## src/rtl/io_bus_pkg.sv

```systemverilog
// Shared types and constants for blocks on the I/O page of the CPU memory bus.
package io_bus_pkg;

   typedef logic [3:0] nibble_t;

   localparam logic [3:0] IO_PAGE             = 4'hF;
   localparam logic [7:0] DEFAULT_FACTOR_BASE = 8'h00;
   localparam logic [7:0] DEFAULT_MASK_BASE   = 8'h10;
   localparam int         MAX_GROUPS          = 16;

endpackage

```

## src/rtl/io_factor_bank_channel.sv

```systemverilog
// One 4-bit interrupt-factor channel: edge capture, sticky factor flags with
// read/write-1 clear, a mask register and a registered masked request.
module factor_channel
   import io_bus_pkg::*;
(
   input  logic    clk,
   input  logic    reset_n,
   input  nibble_t event_in,
   input  logic    factor_read,
   input  logic    factor_write,
   input  logic    mask_write,
   input  nibble_t write_data,
   output nibble_t factor,
   output nibble_t mask,
   output logic    interrupt_req
);

   nibble_t event_prev;
   nibble_t rise;
   nibble_t factor_next;
   nibble_t mask_next;

   // Rise is ORed in after any clear so a new edge is never lost to a clear.
   always_comb begin
      rise = event_in & ~event_prev;
      if (factor_read) begin
         factor_next = rise;
      end else if (factor_write) begin
         factor_next = (factor & ~write_data) | rise;
      end else begin
         factor_next = factor | rise;
      end
      mask_next = mask_write ? write_data : mask;
   end

   always_ff @(posedge clk or negedge reset_n) begin
      if (!reset_n) begin
         event_prev    <= '0;
         factor        <= '0;
         mask          <= '0;
         interrupt_req <= 1'b0;
      end else begin
         event_prev    <= event_in;
         factor        <= factor_next;
         mask          <= mask_next;
         interrupt_req <= |(factor_next & mask_next);
      end
   end

endmodule

```

## src/rtl/io_factor_bank.sv

```systemverilog
// Interrupt-factor register bank on the I/O page: GROUPS factor channels with
// address decode and a registered one-cycle-latency read port.
module io_factor_bank
   import io_bus_pkg::*;
#(
   parameter int          GROUPS      = 4,
   parameter logic [7:0]  FACTOR_BASE = DEFAULT_FACTOR_BASE,
   parameter logic [7:0]  MASK_BASE   = DEFAULT_MASK_BASE
) (
   input  logic                  clk,
   input  logic                  reset_n,
   input  logic                  bus_sel,
   input  logic [7:0]            bus_addr,
   input  logic                  bus_write_en,
   input  logic [3:0]            bus_write_data,
   output logic [3:0]            bus_read_data,
   output logic                  bus_hit,
   input  logic [4*GROUPS-1:0]   event_in,
   output logic [GROUPS-1:0]     interrupt_req
);

   if (GROUPS < 1 || GROUPS > MAX_GROUPS) begin : g_bad_groups
      $error("io_factor_bank: GROUPS must be within 1..MAX_GROUPS");
   end

   if ((int'(FACTOR_BASE) < int'(MASK_BASE) + GROUPS) &&
       (int'(MASK_BASE) < int'(FACTOR_BASE) + GROUPS)) begin : g_overlap
      $error("io_factor_bank: factor and mask address windows overlap");
   end

   logic              read_access;
   logic              write_access;
   logic [GROUPS-1:0] factor_sel;
   logic [GROUPS-1:0] mask_sel;
   nibble_t           factor_q [GROUPS];
   nibble_t           mask_q   [GROUPS];
   nibble_t           read_value;
   logic              any_sel;

   assign read_access  = bus_sel & ~bus_write_en;
   assign write_access = bus_sel & bus_write_en;

   // Address compare is done 9 bits wide so a window near the top of the page
   // cannot wrap around onto low offsets.
   for (genvar g = 0; g < GROUPS; g++) begin : g_channel
      localparam logic [8:0] FACTOR_ADDR = 9'(FACTOR_BASE) + 9'(g);
      localparam logic [8:0] MASK_ADDR   = 9'(MASK_BASE) + 9'(g);

      assign factor_sel[g] = ({1'b0, bus_addr} == FACTOR_ADDR);
      assign mask_sel[g]   = ({1'b0, bus_addr} == MASK_ADDR);

      factor_channel u_channel (
         .clk           (clk),
         .reset_n       (reset_n),
         .event_in      (event_in[4*g +: 4]),
         .factor_read   (read_access & factor_sel[g]),
         .factor_write  (write_access & factor_sel[g]),
         .mask_write    (write_access & mask_sel[g]),
         .write_data    (bus_write_data),
         .factor        (factor_q[g]),
         .mask          (mask_q[g]),
         .interrupt_req (interrupt_req[g])
      );
   end

   // Factor data is taken from the pre-update register, so a read returns
   // exactly the flags it clears.
   always_comb begin
      read_value = '0;
      any_sel    = (|factor_sel) | (|mask_sel);
      for (int g = 0; g < GROUPS; g++) begin
         if (factor_sel[g]) begin
            read_value = read_value | factor_q[g];
         end
         if (mask_sel[g]) begin
            read_value = read_value | mask_q[g];
         end
      end
   end

   always_ff @(posedge clk or negedge reset_n) begin
      if (!reset_n) begin
         bus_read_data <= '0;
         bus_hit       <= 1'b0;
      end else begin
         bus_hit       <= bus_sel & any_sel;
         bus_read_data <= (read_access & any_sel) ? read_value : '0;
      end
   end

endmodule

```

## config.mk

```make
export PLATFORM = sky130hd
export DESIGN_NAME = io_factor_bank
export DESIGN_NICKNAME = d
export VERILOG_FILES = /design/src/rtl/io_bus_pkg.sv /design/src/rtl/io_factor_bank_channel.sv /design/src/rtl/io_factor_bank.sv
export SDC_FILE = /design/constraint.sdc
export NUM_CORES = 1
export LEC_CHECK = 0
export BUFFER_PORTS_ARGS = -buffer_cell sky130_fd_sc_hd__buf_2
export CAP_MARGIN = 5
export CORE_MARGIN = 5
export CORE_UTILIZATION = 50
export CTS_CLUSTER_SIZE = 14
export DETAILED_ROUTE_END_ITERATION = 16
export GPL_TIMING_DRIVEN = 0
export PLACE_DENSITY = 0.82
export SYNTH_ARGS = -nofsm -noshare
export SYNTH_HDL_FRONTEND = slang
export SYNTH_HIERARCHICAL = 1
export SYNTH_SLANG_ARGS = --single-unit
```

## constraint.sdc

```tcl
create_clock -name clk -period 2.2 [get_ports clk]
set_clock_uncertainty 0.15 [all_clocks]
set_input_delay 0.22 -clock clk [delete_from_list [all_inputs] [get_ports clk]]
set_output_delay 0.22 -clock clk [all_outputs]
set_load 0.01 [all_outputs]
```

### After elaboration in Yosys (flattened, before gate mapping)

Cells that the tools add are included.

* reductions and logical operators: 7
* bitwise logic cells: 50
* eq/ne operators: 7
* multiplexer cells: 21

Operators by type and width (count)
* $mux W4: 21
* $or A4 B4 Y4: 15
* $and A4 B4 Y4: 12
* $eq A8 B5 Y1 const B: 4
* $reduce_or A4 Y1: 6
* $not A4 Y4: 5
* $and A1 B1 Y1: 16
* $eq A8 B2 Y1 const B: 2
* $eq A8 B1 Y1 const B: 1
* $logic_not A8 Y1: 1
* $not A1 Y1: 1
* $or A1 B1 Y1: 1

* register bits after elaboration: 57
* output and inout port bits: 9
* logic and storage cells: 103

### Logic depth before layout (Yosys ltp)

* depth in word-level cells: 17
* depth in mapped cells: 8
* gate-level depth less buffers: 7

### Hierarchy

Netlist, hierarchy kept.

By module, submodules not included
* factor_channel: cells an instance 34, area an instance 474.2 um^2, seq. area each 325.3 um^2, times used 4
* io_factor_bank: cells an instance 62, area an instance 540.5 um^2, seq. area each 125.1 um^2, times used 1

### Worst setup path before layout

Ideal clock, no wire load.

* path type: in2reg
* from: input bus_addr[0]
* to: register g_channel[2].u_channel.interrupt_req
* data arrival time: 1738 ps
* setup time: 129 ps
* cell stages on the path: 6
* path slack: 183 ps
* cells stage by stage: or4b_1 clkbuf_1 nor2_1 mux2_2 a22oi_2 nand3_1

RTL lines
* start: declaration: line io_factor_bank.sv:13 `input logic [7:0] bus_addr,`
* $eq A8 B5 Y1: line io_factor_bank.sv:50 `assign mask_sel[g] = ({1'b0, bus_addr} == MASK_ADDR);`
* $and A1 B1 Y1: line io_factor_bank.sv:58 `.mask_write (write_access & mask_sel[g]),`
* $mux W4: line io_factor_bank_channel.sv:33 `mask_next = mask_write ? write_data : mask;`
* via g_channel[2].u_channel.mask_next[3]: line io_factor_bank_channel.sv:21 `nibble_t mask_next;`
* $and A4 B4 Y4: line io_factor_bank_channel.sv:46 `interrupt_req <= |(factor_next & mask_next);`
* $reduce_or A4 Y1: line io_factor_bank_channel.sv:46
* end signal: assignment: line io_factor_bank_channel.sv:46
* end: declaration: line io_factor_bank_channel.sv:15 `output logic interrupt_req`

The timed path passes the listed nets, and every way through them passes these cells.

### Final worst setup path

* from: input bus_addr[4]
* to: register g_channel[3].u_channel.interrupt_req

RTL lines (line)
* $eq A8 B5 Y1: io_factor_bank.sv:50
* $and A1 B1 Y1: io_factor_bank.sv:58
* $mux W4: io_factor_bank_channel.sv:33
* via g_channel[3].u_channel.mask_next[3]: io_factor_bank_channel.sv:21
* $and A4 B4 Y4: io_factor_bank_channel.sv:46
* $reduce_or A4 Y1: io_factor_bank_channel.sv:46
* end signal: assignment: io_factor_bank_channel.sv:46
* end: declaration: io_factor_bank_channel.sv:15

The timed path passes the listed nets, and every way through them passes these cells.

==> summary.txt <==
Clocking
  – CTS sink count: 57
  – Clk buf depth: 2
  – CTS root buf: clkbuf_8
  – Setup Fix Bufs, Post-CTS: 0
  – Clock latency on the worst-skew pair: 0.34 ns
  – H-tree Lvls: 3
  – CTS tree: built
  – Total CTS buffers: 9
  – Clock transition at the registers of the reported paths: 0.07 ns

Routing
  – Drt pass-1 iters: 4
  – Average routed wire per standard cell: 15.9 µm
  – Routed Antenna Nets: 0
  – Vias per cell: 5.29
  – Vias: 1795
  – DRC: 0
  – Total Wirelength: 5.40 mm
  – Iteration-0 DRC Markers: 128

Synthesis
  – Xor and xnor area share after synthesis: 0
  – Post-synthesis cell type count: 25
  – Post-Synth Simple-Gate Area: 0.106
  – Main synth FF type: dfrtp_1
  – Post-synth EDFFs: 0
  – FF+latch count, synth: 57
  – Combinational family with the most area after synthesis: multiplexers
  – Synth Instances: 198
  – Synth Area in Adders: 0
  – Synth async-reset ratio: 1.00
  – Syn Nets: 230
  – Post-Syn Area: 2440 µm²
  – YS warnings: 6
  – Seq/Total Area, Yosys: 0.585
  – Synthesized area per cell: 12.3 µm²
  – Mux cell area share after synthesis: 0.146
  – Compound-Gate Fraction of Synth Area: 0.121

Setup path
  – Crit end category: flop
  – CP Data Arrival Time: 2.07 ns
  – Largest fanout on the critical path: 10
  – CP Class: in2reg
  – Crit path launch type: input pin
  – Worst Path Required: 2.26 ns
  – Crit-path max cell delay: 0.40 ns
  – Reg2reg path depth: 3
  – FF-to-FF Start: g_channel[2].u_channel/mask[2]
  – Worst flop-to-flop path endpoint: g_channel[2].u_channel/interrupt_req
  – Crit path cell chain: buf_2 > buf_2 > nand3_1 > nor2_1 > mux2_2 > a22oi_2 > nand3_1
  – Critical Path Slowest Stage Cell: mux2_2
  – FF-to-FF setup slack: 0.99 ns

Die
  – Die ar.: 6370 µm²
  – Die height: 79.8 µm
  – Starting density of the core: 0.516
  – Chip width: 79.8 µm
  – Row cnt: 25
  – I/O pins: 41
  – Core area: 4720 µm²

STA
  – Peak Freq: 497 MHz
  – Period utilization: 0.914
  – Min Hold Slack: 0.0677 ns
  – Final setup margin: 0.190 ns
  – RSZ-0062 raised after global routing: false
  – Clock period minus worst slack: 2.01 ns
  – Slew margin rel.: 0.540
  – Number of setup violations in the final report: 0
  – Final Hold Viols: 0
  – Max-slew violation count: 0
  – Worst Tran Pin Value: 0.690 ns

Worst hold path
  – Beginning of the worst hold path: bus_write_en
  – Min-Delay Path Class: in2reg
  – Hold Path Cell Cnt: 3
  – WHS Endpoint: bus_read_data[0]

Power
  – Int Pwr: 1920 µW
  – Sequential power share: 0.445
  – Total Power: 2450 µW
  – Leakage: 0.00145 µW
  – Power Dens Cells: 777 nW/µm²
  – Combinational share of power: 0.073
  – Max VDD drop: 0.472 mV
  – Psw: 533 µW
  – Net Sw Frac: 0.218
  – Clock share of power: 0.482

Finish
  – Finished Core Util: 0.667
  – Most common cell after layout, fill and taps aside: dfrtp_1
  – Fillers: 344
  – Share of cells above drive strength 1: 0.316
  – ANT cells: 0
  – Area delta synth->final: 29.3%
  – Commonest non-fill, non-tap cells in the layout: dfrtp_1 (57), buf_2 (40), nand2_1 (24)
  – Nets: 299
  – Design area: 3150 µm²

Global route
  – Largest net degree at the start of global routing: 58
  – First-pass GRT wire length: 8.94 mm
  – Vias in the first global route: 1900
  – Global route overflow: 0
  – GRT Total Usage: 0.188
  – Initial antenna violation count: 0

Placed design
  – RD Place Congestion: 0.809
  – Post-Place Worst Slack: -0.168 ns
  – Dpl cell area: 2720 µm²
  – DP HPWL: 3.68 mm
  – IO buf count: 39

Job
  – Max-cap violations: 0

Run status
  – Status: finished, final reports clean
[routing by layer]
layer / vias up / routed length, µm / part of all wire / track usage
li1: 848 / - / - / -
met2: 39 / 2760 / 0.51 / 0.307
met5: - / 0 / 0 / 0
met3: 12 / 259 / 0.048 / 0.0418
met1: 896 / 2280 / 0.42 / 0.229
met4: 0 / 108 / 0.020 / 0.105
[flip-flops by register name, summed over array words and instances, names as in the netlist]
| signal | cells |
|---|---|
| bus_hit | 1 |
| bus_read_data | 4 |
| g_channel.u_channel/event_prev | 16 |
| g_channel.u_channel/factor | 16 |
| g_channel.u_channel/interrupt_req | 4 |
| g_channel.u_channel/mask | 16 |
[worst max path at each step]
stage	start	to	slack [ns]	cells after the start
floorplan	bus_addr[0]	g_channel[2].u_channel/interrupt_req	0.18	6
global placement	bus_addr[4]	g_channel[1].u_channel/interrupt_req	-0.14	7
detailed placement	bus_addr[4]	g_channel[1].u_channel/interrupt_req	-0.17	7
CTS	bus_addr[4]	g_channel[1].u_channel/interrupt_req	0.18	7
global route	bus_addr[5]	g_channel[3].u_channel/interrupt_req	0.1	8
finish	bus_addr[4]	g_channel[3].u_channel/interrupt_req	0.19	7
[area by class of cell]
type / count / area, µm² / area share
plain buffers: 6 / 27.5 / 0.00873
inverters: 20 / 75.1 / 0.0238
clock buffers: 9 / 124 / 0.0393
flip-flops and latches: 57 / 1430 / 0.453
repair buffers: 58 / 388 / 0.123
clock inverters: 7 / 119 / 0.0377
well taps: 67 / 83.8 / 0.0266
multi-input cells: 115 / 908 / 0.288
[cell usage after synthesis, types with 2 or more instances]
library cell | number | share of area
or4b_1 | 2 | 0.0082
buf_2 | 2 | 0.0041
o22ai_1 | 8 | 0.021
o21a_1 | 4 | 0.012
nor2_1 | 12 | 0.018
a22oi_2 | 4 | 0.021
nand3_1 | 5 | 0.010
nand2_1 | 24 | 0.037
dfrtp_1 | 57 | 0.59
a32o_1 | 12 | 0.049
clkbuf_2 | 2 | 0.0041
mux2i_1 | 16 | 0.066
mux2_2 | 12 | 0.055
clkbuf_1 | 2 | 0.0031
inv_1 | 20 | 0.031
a32o_2 | 4 | 0.018
mux2_4 | 4 | 0.025
[per-stage QoR]
step	std cells	TNS [ns]
final	339	0
after detailed placement	304	-0.601
after floorplan	198	0
after CTS	338	0
after global placement	304	-0.547
after global routing	339	0
[worst max-delay path, delay by kind of cell]
family          cells  cell delay [ns]
buf+inv             2             0.63
compound gates      1             0.14
simple gates        3             0.68
mux                 1             0.40
[power by group through the flow]
stage               Combinational [µW]  Sequential [µW]  Clock (µW)
floorplan                         63.9             1110           0
global placement                   151             1110           0
detailed placement                 155             1110           0
CTS                                179             1090        1200
global route                       198             1090        1260
finish                             179             1090        1180
[what timing repair did]
action / in CTS / in global routing
hold buffers: 18 / 1
gates resized for setup: 0 / 0
endpoints found under the hold margin: 26 / 57
[kinds of logic (layout without fill, tap and decap cells)]
| family | count (synthesis) | after routing |
|---|---|---|
| muxes | 32 | 32 |
| buffers and inverters | 26 | 100 |
| AOI/OAI and AO/OA | 32 | 32 |
| DFF | 57 | 57 |
| and+or+nand+nor | 51 | 51 |
Note: power is estimated with default switching activity, not from simulation.
